`src/rtl/sfif_pkg.sv`:
```
// Shared SFIF definitions: TLP tag-field placement and default pool widths.
package sfif_pkg;

  localparam int SFIF_TAG_W_DEF  = 5;
  localparam int SFIF_CNT_W_DEF  = 4;
  localparam int SFIF_TICK_W_DEF = 10;
  localparam int SFIF_AGE_W_DEF  = 3;

  // Tag field inside request header DW1 / completion header DW2
  localparam int TLP_TAG_LSB = 8;
  localparam int TLP_TAG_MSB = 15;

  function automatic logic [TLP_TAG_MSB-TLP_TAG_LSB:0] tlp_get_tag(input logic [31:0] dw);
    return dw[TLP_TAG_MSB:TLP_TAG_LSB];
  endfunction

endpackage

```
`src/rtl/sfif_prio_enc.sv`:
```
// Lowest-set-bit priority encoder with a valid flag; idx is zero when nothing is set.
module sfif_prio_enc #(
  parameter int W     = 32,
  parameter int IDX_W = 5
) (
  input  logic [W-1:0]     req,
  output logic             vld,
  output logic [IDX_W-1:0] idx
);

  always_comb begin
    vld = 1'b0;
    idx = '0;
    for (int i = W - 1; i >= 0; i--) begin
      if (req[i]) begin
        vld = 1'b1;
        idx = IDX_W'(i);
      end
    end
  end

endmodule

```
`src/rtl/sfif_tag_pool.sv`:
```
// Non-posted tag pool: allocates lowest free tag, tracks outstanding completions,
// ages busy tags on a prescaled tick and reports timeouts one per cycle.
module sfif_tag_pool
  import sfif_pkg::*;
#(
  parameter int TAG_W  = SFIF_TAG_W_DEF,
  parameter int CNT_W  = SFIF_CNT_W_DEF,
  parameter int TICK_W = SFIF_TICK_W_DEF,
  parameter int AGE_W  = SFIF_AGE_W_DEF
) (
  input  logic             clk_125,
  input  logic             rstn,
  input  logic             flush,
  input  logic             alloc_req,
  input  logic [CNT_W-1:0] alloc_cplds,
  output logic             alloc_rdy,
  output logic [TAG_W-1:0] alloc_tag,
  input  logic             cpl_vld,
  input  logic [TAG_W-1:0] cpl_tag,
  output logic             err_unexp,
  output logic             tmo_vld,
  output logic [TAG_W-1:0] tmo_tag,
  output logic [TAG_W:0]   free_cnt
);

  localparam int NT = 1 << TAG_W;
  localparam logic [AGE_W-1:0] AGE_MAX = '1;

  logic [CNT_W-1:0]  cnt_q [NT];
  logic [CNT_W-1:0]  cnt_d [NT];
  logic [AGE_W-1:0]  age_q [NT];
  logic [AGE_W-1:0]  age_d [NT];
  logic [NT-1:0]     pend_q, pend_d;
  logic [TICK_W-1:0] presc_q, presc_d;

  logic             alloc_rdy_q, alloc_rdy_d;
  logic [TAG_W-1:0] alloc_tag_q, alloc_tag_d;
  logic [TAG_W:0]   free_cnt_q, free_cnt_d;
  logic             err_unexp_q, err_unexp_d;
  logic             tmo_vld_q, tmo_vld_d;
  logic [TAG_W-1:0] tmo_tag_q, tmo_tag_d;

  logic [NT-1:0]    free_vec;
  logic             free_vld;
  logic [TAG_W-1:0] free_idx;
  logic             tmo_sel_vld;
  logic [TAG_W-1:0] tmo_sel_idx;
  logic             grant;
  logic             tick;

  assign grant = alloc_req & alloc_rdy_q;
  assign tick  = &presc_q;

  sfif_prio_enc #(.W(NT), .IDX_W(TAG_W)) u_tmo_sel (
    .req (pend_q),
    .vld (tmo_sel_vld),
    .idx (tmo_sel_idx)
  );

  sfif_prio_enc #(.W(NT), .IDX_W(TAG_W)) u_free_sel (
    .req (free_vec),
    .vld (free_vld),
    .idx (free_idx)
  );

  // Pending and idle tags both hold cnt==0, so a zero count is the idle test
  // for completions; the tag being granted is also free, hence idle.
  always_comb begin
    cnt_d       = cnt_q;
    age_d       = age_q;
    pend_d      = pend_q;
    presc_d     = presc_q + 1'b1;
    err_unexp_d = 1'b0;
    tmo_vld_d   = tmo_sel_vld;
    tmo_tag_d   = tmo_sel_idx;

    if (tmo_sel_vld) begin
      pend_d[tmo_sel_idx] = 1'b0;
    end

    if (tick) begin
      for (int t = 0; t < NT; t++) begin
        if (cnt_q[t] != '0) begin
          age_d[t] = age_q[t] + 1'b1;
          if (age_q[t] == AGE_MAX - 1'b1) begin
            pend_d[t] = 1'b1;
            cnt_d[t]  = '0;
          end
        end
      end
    end

    // A completion in the saturating tick cycle still counts: it wins over the timeout.
    if (cpl_vld) begin
      if (cnt_q[cpl_tag] != '0) begin
        cnt_d[cpl_tag]  = cnt_q[cpl_tag] - 1'b1;
        age_d[cpl_tag]  = '0;
        pend_d[cpl_tag] = 1'b0;
      end else begin
        err_unexp_d = 1'b1;
      end
    end

    if (grant) begin
      cnt_d[alloc_tag_q] = (alloc_cplds == '0) ? CNT_W'(1) : alloc_cplds;
      age_d[alloc_tag_q] = '0;
    end

    if (flush) begin
      for (int t = 0; t < NT; t++) begin
        cnt_d[t] = '0;
        age_d[t] = '0;
      end
      pend_d      = '0;
      presc_d     = '0;
      err_unexp_d = 1'b0;
      tmo_vld_d   = 1'b0;
      tmo_tag_d   = '0;
    end
  end

  always_comb begin
    free_cnt_d = '0;
    for (int t = 0; t < NT; t++) begin
      free_vec[t] = (cnt_d[t] == '0) && !pend_d[t];
      free_cnt_d  = free_cnt_d + (TAG_W+1)'(free_vec[t]);
    end
    alloc_rdy_d = free_vld;
    alloc_tag_d = free_idx;
  end

  always_ff @(posedge clk_125 or negedge rstn) begin
    if (!rstn) begin
      for (int t = 0; t < NT; t++) begin
        cnt_q[t] <= '0;
        age_q[t] <= '0;
      end
      pend_q      <= '0;
      presc_q     <= '0;
      alloc_rdy_q <= 1'b0;
      alloc_tag_q <= '0;
      free_cnt_q  <= '0;
      err_unexp_q <= 1'b0;
      tmo_vld_q   <= 1'b0;
      tmo_tag_q   <= '0;
    end else begin
      cnt_q       <= cnt_d;
      age_q       <= age_d;
      pend_q      <= pend_d;
      presc_q     <= presc_d;
      alloc_rdy_q <= alloc_rdy_d;
      alloc_tag_q <= alloc_tag_d;
      free_cnt_q  <= free_cnt_d;
      err_unexp_q <= err_unexp_d;
      tmo_vld_q   <= tmo_vld_d;
      tmo_tag_q   <= tmo_tag_d;
    end
  end

  assign alloc_rdy = alloc_rdy_q;
  assign alloc_tag = alloc_tag_q;
  assign free_cnt  = free_cnt_q;
  assign err_unexp = err_unexp_q;
  assign tmo_vld   = tmo_vld_q;
  assign tmo_tag   = tmo_tag_q;

endmodule

```
`config.mk`:
```
export PLATFORM = sky130hd
export DESIGN_NAME = sfif_tag_pool
export DESIGN_NICKNAME = d
export VERILOG_FILES = /design/src/rtl/sfif_pkg.sv /design/src/rtl/sfif_prio_enc.sv /design/src/rtl/sfif_tag_pool.sv
export SDC_FILE = /design/constraint.sdc
export NUM_CORES = 1
export LEC_CHECK = 0
export ABC_AREA = 1
export CAP_MARGIN = 20
export CORE_MARGIN = 2
export CORE_UTILIZATION = 60
export CTS_CLUSTER_SIZE = 8
export DETAILED_ROUTE_END_ITERATION = 7
export PLACE_DENSITY = 0.77
export SYNTH_ARGS = -nofsm -noshare
export SYNTH_HDL_FRONTEND = slang
export SYNTH_SLANG_ARGS = --single-unit
```
`constraint.sdc`:
```
create_clock -name clk_125 -period 22 [get_ports clk_125]
set_clock_uncertainty 0.1 [all_clocks]
set_input_delay 3.3 -clock clk_125 [delete_from_list [all_inputs] [get_ports clk_125]]
set_output_delay 3.3 -clock clk_125 [all_outputs]
set_load 0.01 [all_outputs]
```
=== Word-level counts from Yosys, hierarchy flattened ===
Index checks and enable logic that the tools add are counted.
Widths: inputs -> output; s select.

* Bits in registers: 285
* Input port bits: 14
* Output and inout port bits: 19
* Word-level logic and storage cells: 650

* $add $sub $neg: 65
* Magnitude comparators: 8
* Eq/ne operators: 32
* Mux-type cells: 327
* Bitwise logic cells: 11
* Reduce and logical (&&, ||, !) cells: 135

{| class="wikitable"
|+ Operator list
! kind !! number
|-
| $mux 128 || 5
|-
| $mux 96 || 5
|-
| $mux 5 || 65
|-
| $mux 4 || 69
|-
| $bwmux 128 || 2
|-
| $and 96x96->96 || 2
|-
| $not 96->96 || 2
|-
| $mux 32 || 5
|-
| $add 6x1->6 || 26
|-
| $mux 1 || 134
|-
| $logic_not 4->1 || 33
|-
| $reduce_bool 4->1 || 33
|-
| $mux 3 || 34
|-
| $add 3x1->3 const B || 32
|-
| $eq 3x3->1 const B || 32
|-
| $and 32x32->32 || 2
|-
| $not 32->32 || 2
|-
| $demux 4 s5 || 2
|-
| $logic_and 1x1->1 || 36
|-
| $logic_not 1->1 || 32
|-
| $demux 3 s5 || 2
|-
| $bmux 4 s5 || 1
|-
| $ge 6x6->1 const B || 2
|-
| $lt 5x6->1 const B || 2
|-
| other kinds (14) || 18
|}

=== Logic depth before layout (Yosys ltp) ===
* Depth in word-level cells: 80
* Mapped depth: 61
* Gate-level depth less buffers: 61

=== Hierarchy ===
A second synthesis with hierarchy kept.

* Cells, all modules: 3059
* Area, all modules: 20470.9 µm²

{| class="wikitable"
|+ By module, submodules not included
! module !! times used !! cells each !! area each (µm²) !! seq. area each (µm²)
|-
| sfif_tag_pool || 1 || 2845 || 19585.0 || 7131.8
|-
| sfif_prio_enc || 2 || 107 || 442.9 || 0.0
|}

=== Worst setup path after synthesis ===
OpenSTA, ideal clock, no wires.

* Kind: input-to-reg
* Start point: in cpl_tag[1]
* End point: reg free_cnt_q[4] (netlist: free_cnt[4])
* Setup time: 0.121 ns
* Arrival: 11.235 ns
* Required time: 21.779 ns
* Setup slack: 10.544 ns
* Cell stages on the path: 32
* Buffers on the path: 8
* Cell sequence: buf_6 nand2_4 buf_2 o22ai_1 o21ai_0 nand4_1 nor2_2 clkbuf_1 clkbuf_1 clkbuf_1 ha_1 xor2_1 clkbuf_1 clkbuf_1 buf_2 o211ai_1 o211ai_1 inv_1 nor4_1 o21ai_0 fa_1 fa_1 fa_1 fa_1 inv_1 fa_1 fa_1 ha_1 inv_1 fa_1 o21a_1 xor2_1

{| class="wikitable"
|+ RTL lines
! element !! line !! RTL
|-
| start: declaration || sfif_tag_pool.sv:19 || <nowiki>input logic [TAG_W-1:0] cpl_tag,</nowiki>
|-
| end signal: assignment || sfif_tag_pool.sv:153 || <nowiki>free_cnt_q <= free_cnt_d;</nowiki>
|-
| end: declaration || sfif_tag_pool.sv:38 || <nowiki>logic [TAG_W:0] free_cnt_q, free_cnt_d;</nowiki>
|}

==> flow_summary.yaml <==
yosys:
  synth_cell_types: 56
  syn-num-nets: 2433
  syn_avg_cell_area_um2: 7.87
  syn-instance-count: 2322
  yosysWarnings: 0
  async_flop_share_pct: 100
  synth.cell_area_mm2: 0.0183
  synth_seq_cells: 285
  yosysSeqAreaShare_pct: 39.0
  synthFlopType: "dfrtp_1"
  synth_edf_count: 0
sta:
  max-slew-margin-rel_pct: 21.9
  period_needed_ps: 12410
  period_share_pct: 56.4
  max_freq_mhz: 80.6
  tightest_slew_ps: 1160
  finalHoldViolCount: 0
  finalSetupViolCount: 0
  slew_violations: 0
  setup_tns_ps: 0
  rsz0062_at_grt: "false"
  timing.final.ws_setup_ps: 9590
clock_tree:
  clk_pin_slew_worst_paths_ps: 50
  post_cts_resized: 0
  htreeDepth: 2
  cts_root_buffer: "clkbuf_16"
  insertion_delay_ps: 540
  cts_setup_buffers: 0
  cts_tree: "done"
  cts_buffers: 41
  clock_path_buffers: 3
  hold_buffers: 0
  clock_sinks: 285
global_route:
  antenna_found_initial: 0
  grt_pass1_wl_mm: 99.0
  track_usage_pct: 41.3
  first_global_vias: 17300
  gr-total-overflow: 0
  grt_max_degree: 85
layout:
  mostFrequentLayoutCell: "inv_1"
  drive_gt1_share_pct: 5.40
  final_util_pct: 67.4
  final_cell_mix: "369 x inv_1, 285 x dfrtp_1, 266 x nand2_1, 240 x nand3_1, 219 x nor2_1"
  syn_to_final_growth_pct: 9.93
  finalNetCount: 2461
  antenna-diode-count: 0
  final_cells: 2743
floorplanning:
  coreArea_mm2: 0.0298
  die_w_um: 178
  ioPinCount: 33
  rows: 63
  die_area_mm2: 0.0319
  start_util_pct: 61.3
  fp.dieH_um: 178
route:
  drt_wl_total_mm: 64.3
  final_antenna_net_count: 0
  wl_per_cell_um: 23.4
  first_pass_iters: 6
  drt-initial-drc-count: 2390
  route.detailed.drc: 0
  vias: 18000
  avgViaCountPerCell: 6.55
power_and_ir_drop:
  p_total_uw: 1550
  power_density_mw_per_mm2: 77.1
  ir_drop_uv: 195
  p_leak_uw: 0.00950
worst_setup_path:
  crit_family: "adder cells"
  critPathLaunchType: "input pin"
  crit_path_max_fanout: 27
  critical_path.most_common_cell: "fa_1"
  path_buf_inv: 8
  cp_slowest_cell: "clkdlybuf4s50_1"
  cp_data_arrival_time_ps: 12720
  cpPeakStageDelay_ps: 1170
  crit_type: "input pin to register"
  critPathCaptureType: "register"
  required_ps: 22300
run_status:
  status: "finished, final reports clean"
placement:
  routabilityCongestion: 1.07
  dpl.hpwl_mm: 45.0
  place_inst: 2694
  dpl_worst_slack_ps: 9340
  port_buffers: 32
hold_path:
  min_path_type: "register to register"
run:
  maxCapViolations: 0
[area by class of cell]
type / count / area, µm²
Multi-Input combinational cell: 1561 / 9310
Timing Repair Buffer: 58 / 524
Fill cell: 2469 / 9720
Clock buffer: 45 / 1090
Tap cell: 390 / 488
Inverter: 403 / 1530
Sequential cell: 285 / 7130
Clock inverter: 1 / 8.76
[cells by family (layout without fill, tap and decap cells)]
| group | after synthesis | count (layout) | synth area share (%) |
|---|---|---|---|
| AND/OR/NAND/NOR | 894 | 894 | 22.5 |
| AO/OA/AOI/OAI | 519 | 519 | 18.3 |
| buffers and inverters | 476 | 507 | 10.1 |
| flip-flops | 285 | 285 | 39.0 |
| adder cells (fa/ha/maj) | 97 | 97 | 7.63 |
| XOR/XNOR | 51 | 51 | 2.49 |
[per-stage QoR]
step / cell area (µm²) / hold WS, ps
after global placement: 18900 / 343
after CTS: 20100 / 356
final: 20100 / 353
after global routing: 20100 / 383
after detailed placement: 19000 / 349
after floorplan: 18300 / 325
[power breakdown]
group	internal, µW	switching (µW)	total [µW]	leakage (µW)
Sequential	547	16.0	563	0.00395
Clock	345	225	570	0.000543
Combinational	151	264	416	0.00501
[final timing paths]
path	depth (start not counted)	slack, ps	startpoint	to
max	29	9590	cpl_tag[1]	free_cnt[4]
min in group asynchronous	1	2630	rstn	presc_q[1]
min reg2reg	1	350	presc_q[0]	presc_q[0]
max in group asynchronous	3	16980	rstn	cnt_q[118]
min	1	350	presc_q[0]	presc_q[0]
max reg2reg	52	13180	pend_q[30]	free_cnt[4]
[sequential cells by signal (all words and copies together), names as in the netlist]
register,flops
cnt_q,128
age_q,96
pend_q,32
presc_q,10
free_cnt,6
alloc_tag,5
tmo_tag,5
alloc_rdy,1
err_unexp,1
tmo_vld,1
[Yosys cell counts (8+ instances only)]
master	instances	share of area (%)
a311oi_1	27	1.3
nand3_1	240	6.6
inv_2	20	0.41
nand2_1	266	5.5
clkinv_1	10	0.21
fa_1	24	2.6
o211ai_1	135	5.5
buf_1	9	0.18
o22ai_1	40	1.4
ha_1	73	5.0
dfrtp_1	285	39
o21ai_1	8	0.22
clkbuf_1	52	1.1
a221oi_1	13	0.62
a21oi_1	58	1.6
nor3_1	77	2.1
a31oi_1	48	1.6
o311ai_0	10	0.48
xor2_1	49	2.3
nor2_1	219	4.5
o21ai_0	150	4.1
inv_1	371	7.6
nor4_1	54	1.8
nand4_1	11	0.38
[routing by layer]
metal  GRT usage [%]  part of all wire, %
met1            55.3                   38
met2            62.6                   44
met3            9.89                   12
met4            21.0                  5.8
met5               0                0.061
Power figures use the tool's default switching activity.
